`src/rtl/sfifo_wr_arb_pkg.sv`:
```
// Shared types for the FIFO write-port arbiter: FSM state encoding and grant-id width.
package sfifo_wr_arb_pkg;

    typedef enum logic [0:0] {
        ST_IDLE = 1'b0,
        ST_LOCK = 1'b1
    } arb_state_e;

    // A single requester would still need a 1-bit id port.
    function automatic int id_width(input int n_req);
        return (n_req > 1) ? $clog2(n_req) : 1;
    endfunction

endpackage

```
`src/rtl/sfifo_wr_arbiter_rr_select.sv`:
```
// Combinational round-robin pick: first set bit of req searching upward from last_id+1 with wrap.
module rr_select #(
    parameter int N_REQ = 4,
    parameter int ID_W  = 2
) (
    input  logic [N_REQ-1:0] req,
    input  logic [ID_W-1:0]  last_id,
    output logic             any,
    output logic [ID_W-1:0]  pick_id
);

    int idx;

    // Walk the search order backwards so the closest candidate to last_id+1 is written last.
    always_comb begin
        any     = 1'b0;
        pick_id = '0;
        idx     = 0;
        for (int k = N_REQ; k >= 1; k--) begin
            idx = (int'(last_id) + k) % N_REQ;
            if (req[ID_W'(idx)]) begin
                any     = 1'b1;
                pick_id = ID_W'(idx);
            end
        end
    end

endmodule

```
`src/rtl/sfifo_wr_arbiter.sv`:
```
// Packet-locked round-robin arbiter in front of a synchronous FIFO write port; grant one cycle after request, 1 beat/cycle while not full.
// Optional burst cap (define SFIFO_WR_ARB_BURST_CAP_EN) forces re-arbitration after MAX_BURST accepted beats.
module sfifo_wr_arbiter
    import sfifo_wr_arb_pkg::*;
#(
    parameter  int N_REQ     = 4,
    parameter  int DATA_W    = 8,
    parameter  int MAX_BURST = 16,
    localparam int ID_W      = id_width(N_REQ)
) (
    input  logic                    clk,
    input  logic                    rst_n,
    input  logic [N_REQ-1:0]        req_valid,
    input  logic [N_REQ-1:0]        req_last,
    input  logic [N_REQ*DATA_W-1:0] req_data,
    output logic [N_REQ-1:0]        req_ready,
    output logic [DATA_W-1:0]       fifo_data,
    output logic                    fifo_wen,
    input  logic                    fifo_full,
    output logic                    grant_valid,
    output logic [ID_W-1:0]         grant_id
);

    if (N_REQ < 2 || MAX_BURST < 2) begin : g_bad_param
        $error("sfifo_wr_arbiter: N_REQ and MAX_BURST must both be at least 2");
    end

    arb_state_e        state_q, state_d;
    logic [ID_W-1:0]   grant_id_q, grant_id_d;
    logic [ID_W-1:0]   last_id_q, last_id_d;
    logic              rr_any;
    logic [ID_W-1:0]   rr_pick;
    logic              locked;
    logic              accept;
    logic              cap_hit;
    logic              release_grant;
    logic [DATA_W-1:0] beats [N_REQ];

    rr_select #(
        .N_REQ (N_REQ),
        .ID_W  (ID_W)
    ) u_rr_select (
        .req     (req_valid),
        .last_id (last_id_q),
        .any     (rr_any),
        .pick_id (rr_pick)
    );

    always_comb begin
        for (int i = 0; i < N_REQ; i++) begin
            beats[i] = req_data[i*DATA_W +: DATA_W];
        end
    end

    assign locked        = (state_q == ST_LOCK);
    assign accept        = locked & req_valid[grant_id_q] & ~fifo_full;
    assign release_grant = accept & (req_last[grant_id_q] | cap_hit);

    always_comb begin
        req_ready = '0;
        if (locked) begin
            req_ready[grant_id_q] = ~fifo_full;
        end
    end

    assign fifo_wen    = accept;
    assign fifo_data   = beats[grant_id_q];
    assign grant_valid = locked;
    assign grant_id    = grant_id_q;

`ifdef SFIFO_WR_ARB_BURST_CAP_EN
    localparam int CNT_W = $clog2(MAX_BURST);

    logic [CNT_W-1:0] cnt_q, cnt_d;

    assign cap_hit = (cnt_q == CNT_W'(MAX_BURST - 1));

    always_comb begin
        cnt_d = cnt_q;
        if (release_grant) begin
            cnt_d = '0;
        end else if (accept) begin
            cnt_d = cnt_q + 1'b1;
        end
    end

    always_ff @(posedge clk or negedge rst_n) begin
        if (!rst_n) begin
            cnt_q <= '0;
        end else begin
            cnt_q <= cnt_d;
        end
    end
`else
    assign cap_hit = 1'b0;
`endif

    always_comb begin
        state_d    = state_q;
        grant_id_d = grant_id_q;
        last_id_d  = last_id_q;
        case (state_q)
            ST_IDLE: begin
                if (rr_any) begin
                    state_d    = ST_LOCK;
                    grant_id_d = rr_pick;
                end
            end
            ST_LOCK: begin
                if (release_grant) begin
                    state_d   = ST_IDLE;
                    last_id_d = grant_id_q;
                end
            end
            default: state_d = ST_IDLE;
        endcase
    end

    always_ff @(posedge clk or negedge rst_n) begin
        if (!rst_n) begin
            state_q    <= ST_IDLE;
            grant_id_q <= '0;
            last_id_q  <= ID_W'(N_REQ - 1);
        end else begin
            state_q    <= state_d;
            grant_id_q <= grant_id_d;
            last_id_q  <= last_id_d;
        end
    end

endmodule
```
`config.mk`:
```
export PLATFORM = sky130hd
export DESIGN_NAME = sfifo_wr_arbiter
export DESIGN_NICKNAME = d
export VERILOG_FILES = /design/src/rtl/sfifo_wr_arb_pkg.sv /design/src/rtl/sfifo_wr_arbiter_rr_select.sv /design/src/rtl/sfifo_wr_arbiter.sv
export SDC_FILE = /design/constraint.sdc
export NUM_CORES = 1
export LEC_CHECK = 0
export BUFFER_PORTS_ARGS = -buffer_cell sky130_fd_sc_hd__buf_2
export CORE_MARGIN = 2
export CORE_UTILIZATION = 30
export CTS_CLUSTER_SIZE = 25
export DETAILED_ROUTE_END_ITERATION = 12
export HOLD_SLACK_MARGIN = 0.05
export PLACE_DENSITY = 0.72
export SLEW_MARGIN = 20
export SYNTH_ARGS = -nofsm -noshare
export SYNTH_HDL_FRONTEND = slang
export SYNTH_SLANG_ARGS = --single-unit
```
`constraint.sdc`:
```
create_clock -name clk -period 1.52 [get_ports clk]
set_input_delay 0.228 -clock clk [delete_from_list [all_inputs] [get_ports clk]]
set_output_delay 0.228 -clock clk [all_outputs]
set_load 0.03 [all_outputs]
```
After elaboration in Yosys (flattened, before gate mapping)
Cells that the tools add are included.

Logic and storage cells: 57. Input port bits: 43. Output and inout port bits: 16. Bits in registers: 5.

Add/sub/neg operators: 4. Mux-type cells: 33. Magnitude comparators: 7. Reduce and logical (&&, ||, !) cells: 3. Bitwise gates (word level): 7.

Operator list (count): 2-to-1 mux 1 bit (17); binary-select mux 8 bit (select 2 bit) (1); < comparator 2 x 4 -> 1 bit (second input constant) (4); 2-to-1 mux 8 bit (2); binary-select mux 1 bit (select 2 bit) (6); 2-to-1 mux 2 bit (4); adder 2 x 1 -> 2 bit (second input constant) (2); adder 2 bit (second input constant) (2); AND 4 bit (1); 2-to-1 mux 4 bit (1); AND reduction 2 bit (2); AND 1 bit (3); >= comparator 3 bit (second input constant) (1); < comparator 2 x 3 -> 1 bit (second input constant) (1); inverter 2 -> 3 bit (1); demux 1 bit (select 2 bit) (1); >= comparator 2 x 1 -> 1 bit (second input constant) (1); inverter 1 bit (2); case mux 1 bit (2 select lines) (1); logical AND 1 bit (1).

Depth between registers and ports, before layout
Gate-level depths: netlist (run 1).

Depth after elaboration: 10. Gate-level depth with buffers: 6. Gate-level depth less buffers: 4.

Modules after synthesis
A second synthesis (run 1) with hierarchy kept.

Cell total of the unflattened synthesis: 57. Area total of the unflattened synthesis: 624.3 sq um.

By module, submodules not included: sfifo_wr_arbiter (area each 533.0 sq um, cells an instance 43, instances 1, seq. area each 127.6 sq um); rr_select (area each 91.3 sq um, cells an instance 14, instances 1, seq. area each 0.0 sq um).

Worst setup path before layout (run 1)
No wires, ideal clock.

Path kind: register to output. Start: reg grant_id_q[0] (netlist: grant_id[0]). End: out req_ready[1]. Stages on the path, launching flop included: 4. Path slack: -0.520 ns. Arrival time: 1.812 ns. Cells stage by stage: dfrtp_1 > buf_2 > buf_2 > nor3b_1.

Cells in the longest elaborated chain, start to end: 6. Elaborated cells between the ends (all ways): 7. Classes of those cells: 2 x order compare; 3 x mux; 1 x bitwise; 1 x reduce/logical.

Ends and longest elaborated chain: from (decl) (line sfifo_wr_arbiter.sv:29) `logic [ID_W-1:0] grant_id_q, grant_id_d;`; from (signal assigned) (line sfifo_wr_arbiter.sv:126) `grant_id_q <= grant_id_d;`; < comparator 2 x 3 -> 1 bit (not written as such) or >= comparator 2 x 1 -> 1 bit (tied branches) (line sfifo_wr_arbiter.sv:62) `req_ready[grant_id_q] = ~fifo_full;`; logical AND 1 bit (not written as such) (line sfifo_wr_arbiter.sv:62); 2-to-1 mux 1 bit (not written as such) (line sfifo_wr_arbiter.sv:62); demux 1 bit (select 2 bit) * (line sfifo_wr_arbiter.sv:62); AND 4 bit (no source line) *; 2-to-1 mux 4 bit * (line sfifo_wr_arbiter.sv:61) `if (locked) begin`; to (decl) (line sfifo_wr_arbiter.sv:16) `output logic [N_REQ-1:0] req_ready,`.

Every way passes the cells marked *; elsewhere a longest branch is shown, timed or not.

Worst setup path after layout (run 1)
Start: reg grant_id_q[0] (netlist: grant_id[0]). End: out fifo_data[5].

Cells in the longest elaborated chain, start to end: 4.

Ends and longest elaborated chain: inverter 2 -> 3 bit (not written as such) (line sfifo_wr_arbiter.sv:67) `assign fifo_data = beats[grant_id_q];`; binary-select mux 8 bit (select 2 bit) (line sfifo_wr_arbiter.sv:67); 2-to-1 mux 8 bit (not written as such) (2 in series) (line sfifo_wr_arbiter.sv:67); to (decl) (line sfifo_wr_arbiter.sv:17) `output logic [DATA_W-1:0] fifo_data,`.

Every way passes these cells. The select of a mux whose other input is x is not followed.

==> results of run 1 <==
==> layout by cell type (no fill, tap or decap), types with 2 or more instances in the layout <==
cell type  count
nand3_1        2
dfrtp_2        2
o21ai_0        5
mux4_2        10
buf_4          6
clkbuf_4       3
nand2b_1       3
buf_2         44
nand2_1        6
buf_6         18
nor2_1         2
a21oi_1        2
dfstp_2        2
==> critical path: stages, from the launching register on <==
cell	delay (ns)
dfrtp_2	0.42
buf_6	0.13
mux4_2	0.51
buf_6	0.16
==> worst paths after layout <==
| kind | endpoint | cells after the start |
|---|---|---|
| setup / recovery | fifo_data[5] | 3 |
| hold / removal | grant_id[0] | 2 |
| setup reg to reg | last_id_q[0] | 5 |
| hold reg to reg | last_id_q[1] | 1 |
| max in group asynchronous | last_id_q[1] | 2 |
| min in group clk | grant_id[1] | 3 |
==> registers in the layout, indices dropped and copies added (netlist names) <==
signal,count
last_id_q,2
grant_id,2
grant_valid,1
==> metrics by stage <==
stage | total power [mW] | setup slack (ns)
after floorplan | 1.36 | -0.0946
after global placement | 1.69 | 0.0363
after detailed placement | 1.71 | 0.0163
after CTS | 2.18 | -0.185
after global routing | 2.39 | -0.257
final | 2.25 | -0.177
==> repair_timing <==
action                                  in CTS  in global routing
pin swaps                                    1                  1
buffers inserted                             2                  0
hold buffers                                 1                  0
endpoints found under the setup margin      11                 15
gates resized for setup                     30                  9
endpoints found under the hold margin        5                  0
==> power groups by stage <==
stage	clock network (mW)	registers, mW	logic (mW)
after floorplan	0	0.336	1.02
after global placement	0	0.284	1.41
after detailed placement	0	0.287	1.43
after CTS	0.161	0.294	1.73
after global routing	0.179	0.309	1.90
final	0.156	0.297	1.80
==> per-layer routing <==
| metal | part of all wire (%) | GRT usage [%] | up-vias | routed length (µm) |
|---|---|---|---|---|
| met5 | 0 | 0 | - | 0 |
| met4 | 0 | 1.43 | 0 | 0 |
| met3 | 12 | 8.59 | 0 | 253 |
| met2 | 53 | 32.2 | 52 | 1140 |
| met1 | 36 | 20.5 | 383 | 770 |
| li1 | - | - | 368 | - |
==> kinds of logic (layout without fill, tap and decap cells) <==
kind of cell | after synthesis | after routing | synth area share (%)
simple gates | 22 | 22 | 19.0
flops | 5 | 5 | 20.8
mux | 13 | 13 | 42.7
buf+inv | 6 | 74 | 4.28
compound gates | 13 | 13 | 13.3
==> final cells by class <==
| type | instances | area [µm²] |
|---|---|---|
| flip-flops and latches | 5 | 130 |
| well taps | 27 | 33.8 |
| clock buffers | 4 | 26.3 |
| repair buffers | 69 | 478 |
| multi-input cells | 48 | 499 |
| inverters | 1 | 3.75 |
| fillers | 162 | 771 |
==> summary.md, run 1 <==
| Metric | Value |
|---|---|
| Clock slew at reported path FFs | `0.04 ns` |
| Status | `complete, but fails checks` |
| CP endpoint kind | `primary output` |
| Max VDD drop | `1500 µV` |
| Die Width | `~50 µm` |
| Critical R2R Launch | `grant_id[0]` |
| PwrDens | `approximately 1900 nW/µm²` |
| Post-Syn Area | `~610 µm²` |
| Synthesized flop and latch total | `5` |
| Synth warn | `0` |
| Site Rows | `16` |
| Violated checks | `negative setup slack` |
| Count leader, synth | `mux4_2` |
| Worst rel slew slack | `83.6%` |
| Setup_tns | `-1.49 ns` |
| Total GRT Usage | `between 10% and 20%` |
| Height of the die | `about 49 µm` |
| Worst-path fanout max | `5` |
| Routed Antenna Nets | `0` |
| CTS sink cnt | `5` |
| WP data arrival | `between 1 and 1.5 ns` |
| Hold_ws | `around 0.33 ns` |
| First-pass GRT wire length | `~3400 µm` |
| EDFF count, synth | `0` |
| Die footprint | `roughly 2400 µm²` |
| Combinational share of power | `between 70% and 80%` |
| Synthesized area per cell | `~10 µm²` |
| Final setup violation count | `10` |
| Final Worst Setup Slack | `-0.177 ns` |
| CTS tree | `done` |
| # IOs | `59` |
| Wirelength per Cell | `between 10 and 15 µm` |
| Min Tclk post-route | `between 1.5 and 2 ns` |
| Final Util | `60.3%` |
| Drt first pass iters | `4` |
| CP startpoint | `grant_id[0]` |
| Yosys top cell by area | `mux4_2` |
| Initial drt markers | `11` |
| Switching pwr | `between 1 and 1.5 mW` |
| Type of origin of the critical path | `flip-flop` |
| Total internal power | `between 1 and 1.5 mW` |
| Post-synth top area share | `around a third` |
| Drc violations | `0` |
| H-tree Lvls | `1` |
| Synth-to-layout area growth | `91.0%` |
| Gate Count Post-Synth | `59` |
| Dpl cells | `roughly 150` |
| Post-synth cell types | `29` |
| Core box area | `1940 µm²` |
| Commonest cells post-synth | `mux4_2, nand2_1, o21ai_0` |
| RSZ-0062 raised after global routing | `true` |
| Number of global-route vias before repair | `around 820` |
| Clk network pwr share | `roughly 6.9%` |
| Required time of the worst setup path | `roughly 1.3 ns` |
| Root Buffer | `clkbuf_4` |
| Final wirelength | `~2200 µm` |
| Diodes inserted | `0` |
| Final hold violations | `0` |
| Layout cells sized above 1 | `74.0%` |
| Switch share | `between 40 and 50%` |
| Sequential share of the synthesized area | `20.8%` |
| Register-to-register setup slack | `-0.05 ns` |
| Fin nets | `around 170` |
| Hpwl dp | `~1700 µm` |
| Num CTS Buffers | `3` |
| Mapped Nets | `slightly above 100` |
| Setup Skew | `roughly 0.0018 ns` |
| Ys flop type | `dfrtp_1` |
| Synth top area cells | `mux4_2, dfrtp_1, dfstp_2, mux4_1, o21ai_0` |
| Via count | `between 800 and 900` |
| Clock latency at the later pin of the worst-skew pair | `0.24 ns` |
| Flop pwr share | `a little over an eighth` |
| Synth async-reset ratio | `100%` |
| CTS max path bufs | `2` |
| Max-slew violations | `0` |
| Placed Area | `996 µm²` |
| Via density | `roughly 5.2` |
| Leak Pwr | `0.553 nW` |
| GP Congestion | `0.825` |
| Pin count of the biggest net entering global routing | `17` |
| Worst-Margin Slew | `around 0.25 ns` |
| Port bufs | `58` |
| Initial antenna violation count | `0` |
| Post-route insts no fill | `approximately 150` |
| Post-route clock period utilization | `112%` |
| Crit path kind | `flip-flop to primary output` |
| Post-Layout Inst Area | `1170 µm²` |
| Initial Util | `about a third` |
| F_max | `just under 600 MHz` |
| Hold Crit Class | `primary input to asynchronous set/reset pin` |
| Overflow after GRT | `0` |
| Max cap viols | `0` |
Note: power is estimated with default switching activity, not from simulation.
==> run 2, diff against run 1 <==
Settings changed: PLACE_DENSITY 0.72 to 0.69, SLEW_MARGIN 20 to not set.
Clock period 1.52 ns to 1.9 ns, I/O delays scaled along.
==> run 2 against run 1 <==
Net effect:
- the run now ends clean
- wire length shrank 12%
- critical path type unchanged
- sequential power shrank 23%
- critical endpoint is now fifo_wen
- die area is the same
- final area shrank 16%
==> summary.md, run 2 (same netlist as run 1, synthesis figures left out) <==
| Metric | Value |
|---|---|
| Status | `completed` |
| Switching pwr | `715 µW (-29%)` |
| Hold Crit Class | `primary input to flip-flop` |
| CTS tree | `done` |
| Crit path kind | `flip-flop to primary output` |
| H-tree Lvls | `1 (unchanged)` |
| WP data arrival | `1.53 ns (+0.06 ns)` |
| Diodes inserted | `0 (unchanged)` |
| WP buf/inv | `1 (-1)` |
| Post-route clock period utilization | `a little over nine tenths` |
| Wirelength per Cell | `12.9 µm (-8.0%)` |
| Height of the die | `49.2 µm (unchanged)` |
| CP endpoint kind | `primary output` |
| Worst path cell trace | `mux4_1, and2_1, buf_2` |
| Synth-to-layout area growth | `61.0%` |
| F_max | `roughly 550 MHz` |
| Drc violations | `0 (unchanged)` |
| # IOs | `59 (unchanged)` |
| Min Tclk post-route | `approximately 1.8 ns` |
| Place WS | `0.280 ns (+0.264 ns)` |
| PwrDens | `1440 nW/µm² (-25%)` |
| Flop pwr share | `16.2% (+3.0 points)` |
| Die Width | `49.2 µm (unchanged)` |
| Clock latency at the later pin of the worst-skew pair | `0.25 ns (about the same)` |
| GP Congestion | `0.833 (+0.96%)` |
| Final hold violations | `0 (unchanged)` |
| Type of origin of the critical path | `flip-flop` |
| CTS sink cnt | `5 (unchanged)` |
| Clock slew at reported path FFs | `0.05 ns (about the same)` |
| Layout cells sized above 1 | `66.7% (-7.3 points)` |
| Die footprint | `2420 µm² (unchanged)` |
| Final Worst Setup Slack | `0.0837 ns (+0.261 ns)` |
| Fin nets | `164 (-4.1%)` |
| Routed Antenna Nets | `0 (unchanged)` |
| Core box area | `1940 µm² (unchanged)` |
| Initial antenna violation count | `0 (unchanged)` |
| Number of global-route vias before repair | `737 (-9.7%)` |
| Switch share | `50.3% (+5.7 points)` |
| Via density | `4.99 (-4.2%)` |
| Most frequent cells in the layout | `buf_2, mux4_2, nand2_1, o21ai_0` |
| Final wirelength | `1900 µm (-12%)` |
| Leak Pwr | `0.484 nW (-12%)` |
| RSZ-0062 raised after global routing | `false` |
| Max incr delay on CP | `0.57 ns (+0.06 ns)` |
| Max cap viols | `0 (unchanged)` |
| Most common cell after layout, fill and taps aside | `buf_2` |
| Clk network pwr share | `8.8% (+1.9 points)` |
| CP delay by family, top | `multiplexers` |
| Via count | `734 (-8.6%)` |
| Worst-Margin Slew | `0.429 ns (+0.183 ns)` |
| Num CTS Buffers | `3 (unchanged)` |
| Required time of the worst setup path | `1.62 ns (+0.33 ns)` |
| Final setup violation count | `0 (-10)` |
| Total GRT Usage | `15.9% (-2.3 points)` |
| Dpl cells | `142 (-3.4%)` |
| Overflow after GRT | `0 (unchanged)` |
| Hpwl dp | `1580 µm (-6.4%)` |
| Setup Buffers After CTS | `0 (-2)` |
| Pin count of the biggest net entering global routing | `17 (unchanged)` |
| Max-slew violations | `0 (unchanged)` |
| Port bufs | `58 (unchanged)` |
| Root Buffer | `clkbuf_4` |
| Setup_tns | `0 ns (+1.49 ns)` |
| Initial drt markers | `1 (-10)` |
| Setup Skew | `0.0101 ns (+0.00832 ns)` |
| Slowest CP cell | `mux4_1` |
| Post-route insts no fill | `147 (-4.5%)` |
| Max VDD drop | `1060 µV (-29%)` |
| Worst-path fanout max | `3 (-2)` |
| Worst rel slew slack | `71.2% (-12 points)` |
| Initial Util | `31.6% (unchanged)` |
| Drt first pass iters | `3 (-1)` |
| First-pass GRT wire length | `3030 µm (-12%)` |
| CTS max path bufs | `2 (unchanged)` |
| Site Rows | `16 (unchanged)` |
| Combinational share of power | `75.0% (-4.9 points)` |
| Total internal power | `705 µW (-44%)` |
==> run 2: cell types whose count changed in the layout (fill, tap and decap cells not counted), moves of 2 or more <==
cell,change
dfrtp_2,-2
buf_2,+14
buf_4,-4
dfrtp_1,+2
buf_6,-17
==> run 2: worst min-delay path, stage by stage <==
cell,delay [ns]
buf_2,0.12
o21ai_0,0.08
o21ai_0,0.08
==> run 2: what timing repair did <==
action,4_1_cts,5_1_grt
hold buffers,1,0
endpoints found under the setup margin,0,5
resized for setup,0,1
hold endpoints to repair,5,0
==> run 2: final cells by class <==
class | count | area [µm²]
clock buffer | 4 | 26.3
fill | 197 | 955
timing repair buffer | 62 | 327
tap | 27 | 33.8
multi-input combinational | 48 | 469
sequential | 5 | 128
inverter | 1 | 3.75
==> run 2: through the flow <==
step | util (%) | power (mW) | hold slack, ns | area [µm²]
after floorplan | - | 1.02 | -0.0106 | 626
after global placement | 48.8 | 1.28 | 0.101 | 947
after detailed placement | 48.8 | 1.29 | 0.103 | 947
after CTS | 50.6 | 1.43 | 0.363 | 983
after global routing | 50.8 | 1.52 | 0.388 | 987
final | 50.8 | 1.42 | 0.362 | 987
==> run 2: final timing paths <==
check,slack (ns),endpoint,start,cells past startpoint
worst max-delay path,0.08,fifo_wen,grant_id[0],3
worst min-delay path,0.36,grant_valid,fifo_full,3
worst max register to register,0.44,last_id_q[0],grant_id[0],4
worst min register to register,0.59,grant_id[1],grant_valid,1
max in group asynchronous,1.29,last_id_q[0],rst_n,2
min in group asynchronous,0.38,grant_valid,rst_n,2
==> run 2: power by group through the flow <==
stage	sequential, mW	clock, mW	combinational, mW
floorplan	0.259	0	0.763
finish	0.230	0.125	1.06
global placement	0.228	0	1.06
global route	0.242	0.138	1.14
detailed placement	0.232	0	1.06
CTS	0.230	0.130	1.07
==> run 2: routing by layer <==
layer	up-vias	routed length [µm]	part of all wire (%)	GRT usage, %
met4	0	0	0	2.86
met3	0	167	8.8	5.83
met2	38	922	49	30.0
li1	357	-	-	-
met5	-	0	0	0
met1	339	809	43	16.9
==> run 3, diff against run 2 <==
Settings changed: CORE_MARGIN 2 to 1.5.
==> run 3 against run 2 <==
Net effect:
- wire length is 1.4% lower
- count of clock-buffer cells in the layout unchanged
- die area down 4.0%
- final area rose by 0.13%
==> summary.md, run 3 (same netlist as run 1, synthesis figures left out) <==
| Metric | Value |
|---|---|
| Status | `completed` |
| Overflow after GRT | `0 (unchanged)` |
| Clock slew at reported path FFs | `0.04 ns (about the same)` |
| Diodes inserted | `0 (unchanged)` |
| Max-slew violations | `0 (unchanged)` |
| Final Worst Setup Slack | `0.0827 ns (-0.000947 ns)` |
| Root Buffer | `clkbuf_4` |
| Final Util | `50.9% (+0.064 points)` |
| Core box area | `1940 µm² (unchanged)` |
| Place WS | `0.290 ns (+0.00936 ns)` |
| Worst rel slew slack | `71.3% (+0.15 points)` |
| Total GRT Usage | `16.4% (+0.49 points)` |
| Filler cells | `204 (+3.6%)` |
| Clock latency at the later pin of the worst-skew pair | `0.25 ns (about the same)` |
| CTS max path bufs | `2 (unchanged)` |
| Multi-input gate area | `469 µm² (unchanged)` |
| Register area | `129 µm² (+0.98%)` |
| Site Rows | `16 (unchanged)` |
| Num CTS Buffers | `3 (unchanged)` |
| Port bufs | `58 (unchanged)` |
| CTS sink cnt | `5 (unchanged)` |
| Hold Crit Class | `primary input to flip-flop` |
| Setup_tns | `0 ns (unchanged)` |
| Worst-Margin Slew | `0.426 ns (-0.00228 ns)` |
| Max VDD drop | `750 µV (-29%)` |
| Max cap viols | `0 (unchanged)` |
| Drt first pass iters | `4 (+1)` |
| CTS tree | `done` |
| Height of the die | `48.2 µm (-2.0%)` |
| Pin count of the biggest net entering global routing | `17 (unchanged)` |
| CP endpoint kind | `primary output` |
| Wirelength per Cell | `12.7 µm (-1.4%)` |
| Required time of the worst setup path | `1.62 ns (about the same)` |
| Synth-to-layout area growth | `61.2%` |
| WP data arrival | `1.53 ns (about the same)` |
| First-pass GRT wire length | `2580 µm (-15%)` |
| Final wirelength | `1870 µm (-1.4%)` |
| H-tree Lvls | `1 (unchanged)` |
| Final hold violations | `0 (unchanged)` |
| Worst-path fanout max | `8 (+5)` |
| Type of origin of the critical path | `flip-flop` |
| # IOs | `59 (unchanged)` |
| Via count | `717 (-2.3%)` |
| Fin nets | `164 (unchanged)` |
| Initial Util | `31.6% (unchanged)` |
| Die footprint | `2320 µm² (-4.0%)` |
| Initial drt markers | `9 (+8)` |
| Die Width | `48.2 µm (-2.0%)` |
| GP Congestion | `0.836 (+0.34%)` |
| RSZ-0062 raised after global routing | `false` |
| Post-route clock period utilization | `95.6% (about the same)` |
| Via density | `4.88 (-2.3%)` |
| Final setup violation count | `0 (unchanged)` |
| Min Tclk post-route | `1.82 ns (+0.000947 ns)` |
| Routed Antenna Nets | `0 (unchanged)` |
| Initial antenna violation count | `0 (unchanged)` |
| Crit path kind | `flip-flop to primary output` |
| Most common cell after layout, fill and taps aside | `buf_2` |
| F_max | `550 MHz (about the same)` |
| Most frequent cells in the layout | `buf_2, mux4_2, nand2_1, o21ai_0` |
| Drc violations | `0 (unchanged)` |
| Layout cells sized above 1 | `67.5% (+0.83 points)` |
| Setup Skew | `0.000953 ns (-0.00913 ns)` |
| Number of global-route vias before repair | `634 (-14%)` |
| PwrDens | `1430 nW/µm² (-0.38%)` |
| Leak Pwr | `0.483 nW (-0.20%)` |
==> run 3: layout make-up <==
cell class                      instances  area share (%)
Timing Repair Buffer                   62            33.0
Sequential cell                         5            13.0
Inverter                                1           0.380
Multi-Input combinational cell         48            47.5
Tap cell                               27            3.42
Clock buffer                            4            2.66
==> run 3: worst max-delay path, stage by stage (launching register included) <==
cell and delay [ns]:
dfrtp_2 0.40, buf_4 0.19, mux4_2 0.50, buf_2 0.19
==> run 3: final timing paths <==
path / from / endpoint / slack, ns / depth (start not counted)
hold reg to reg: grant_valid / grant_id[1] / 0.60 / 1
setup / recovery: grant_id[0] / fifo_data[4] / 0.08 / 3
max in group asynchronous: rst_n / last_id_q[1] / 1.29 / 2
min in group asynchronous: rst_n / grant_valid / 0.39 / 2
setup reg to reg: grant_id[0] / last_id_q[0] / 0.44 / 4
hold / removal: fifo_full / grant_valid / 0.36 / 3
==> run 3: per-stage QoR <==
step	instances	hold WS, ns	area [µm²]	power (mW)
6_report	147	0.356	988	1.42
5_1_grt	147	0.369	988	1.54
4_1_cts	147	0.358	983	1.42
3_5_place_dp	142	0.102	947	1.28
3_3_place_gp	142	0.103	947	1.27
2_1_floorplan	59	-0.0106	626	1.02
==> run 3: timing repair <==
action / in CTS / in global routing
gates resized for setup: 0 / 2
hold buffers: 1 / 0
hold endpoints to repair: 5 / 0
endpoints found under the setup margin: 0 / 9
setup buffers: 0 / 0
==> run 3: report_power, final <==
part           total, mW  switching (mW)  internal, mW
combinational       1.05           0.597         0.456
clock              0.127          0.0475        0.0796
sequential         0.236          0.0648         0.171
total               1.42           0.709         0.707
==> run 3: per-layer routing <==
| metal | vias up | part of all wire [%] | track usage, % |
|---|---|---|---|
| li1 | 354 | - | - |
| met4 | 0 | 0 | 4.86 |
| met5 | - | 0 | 0 |
| met1 | 322 | 39 | 17.3 |
| met3 | 0 | 9.8 | 5.56 |
| met2 | 41 | 51 | 30.5 |
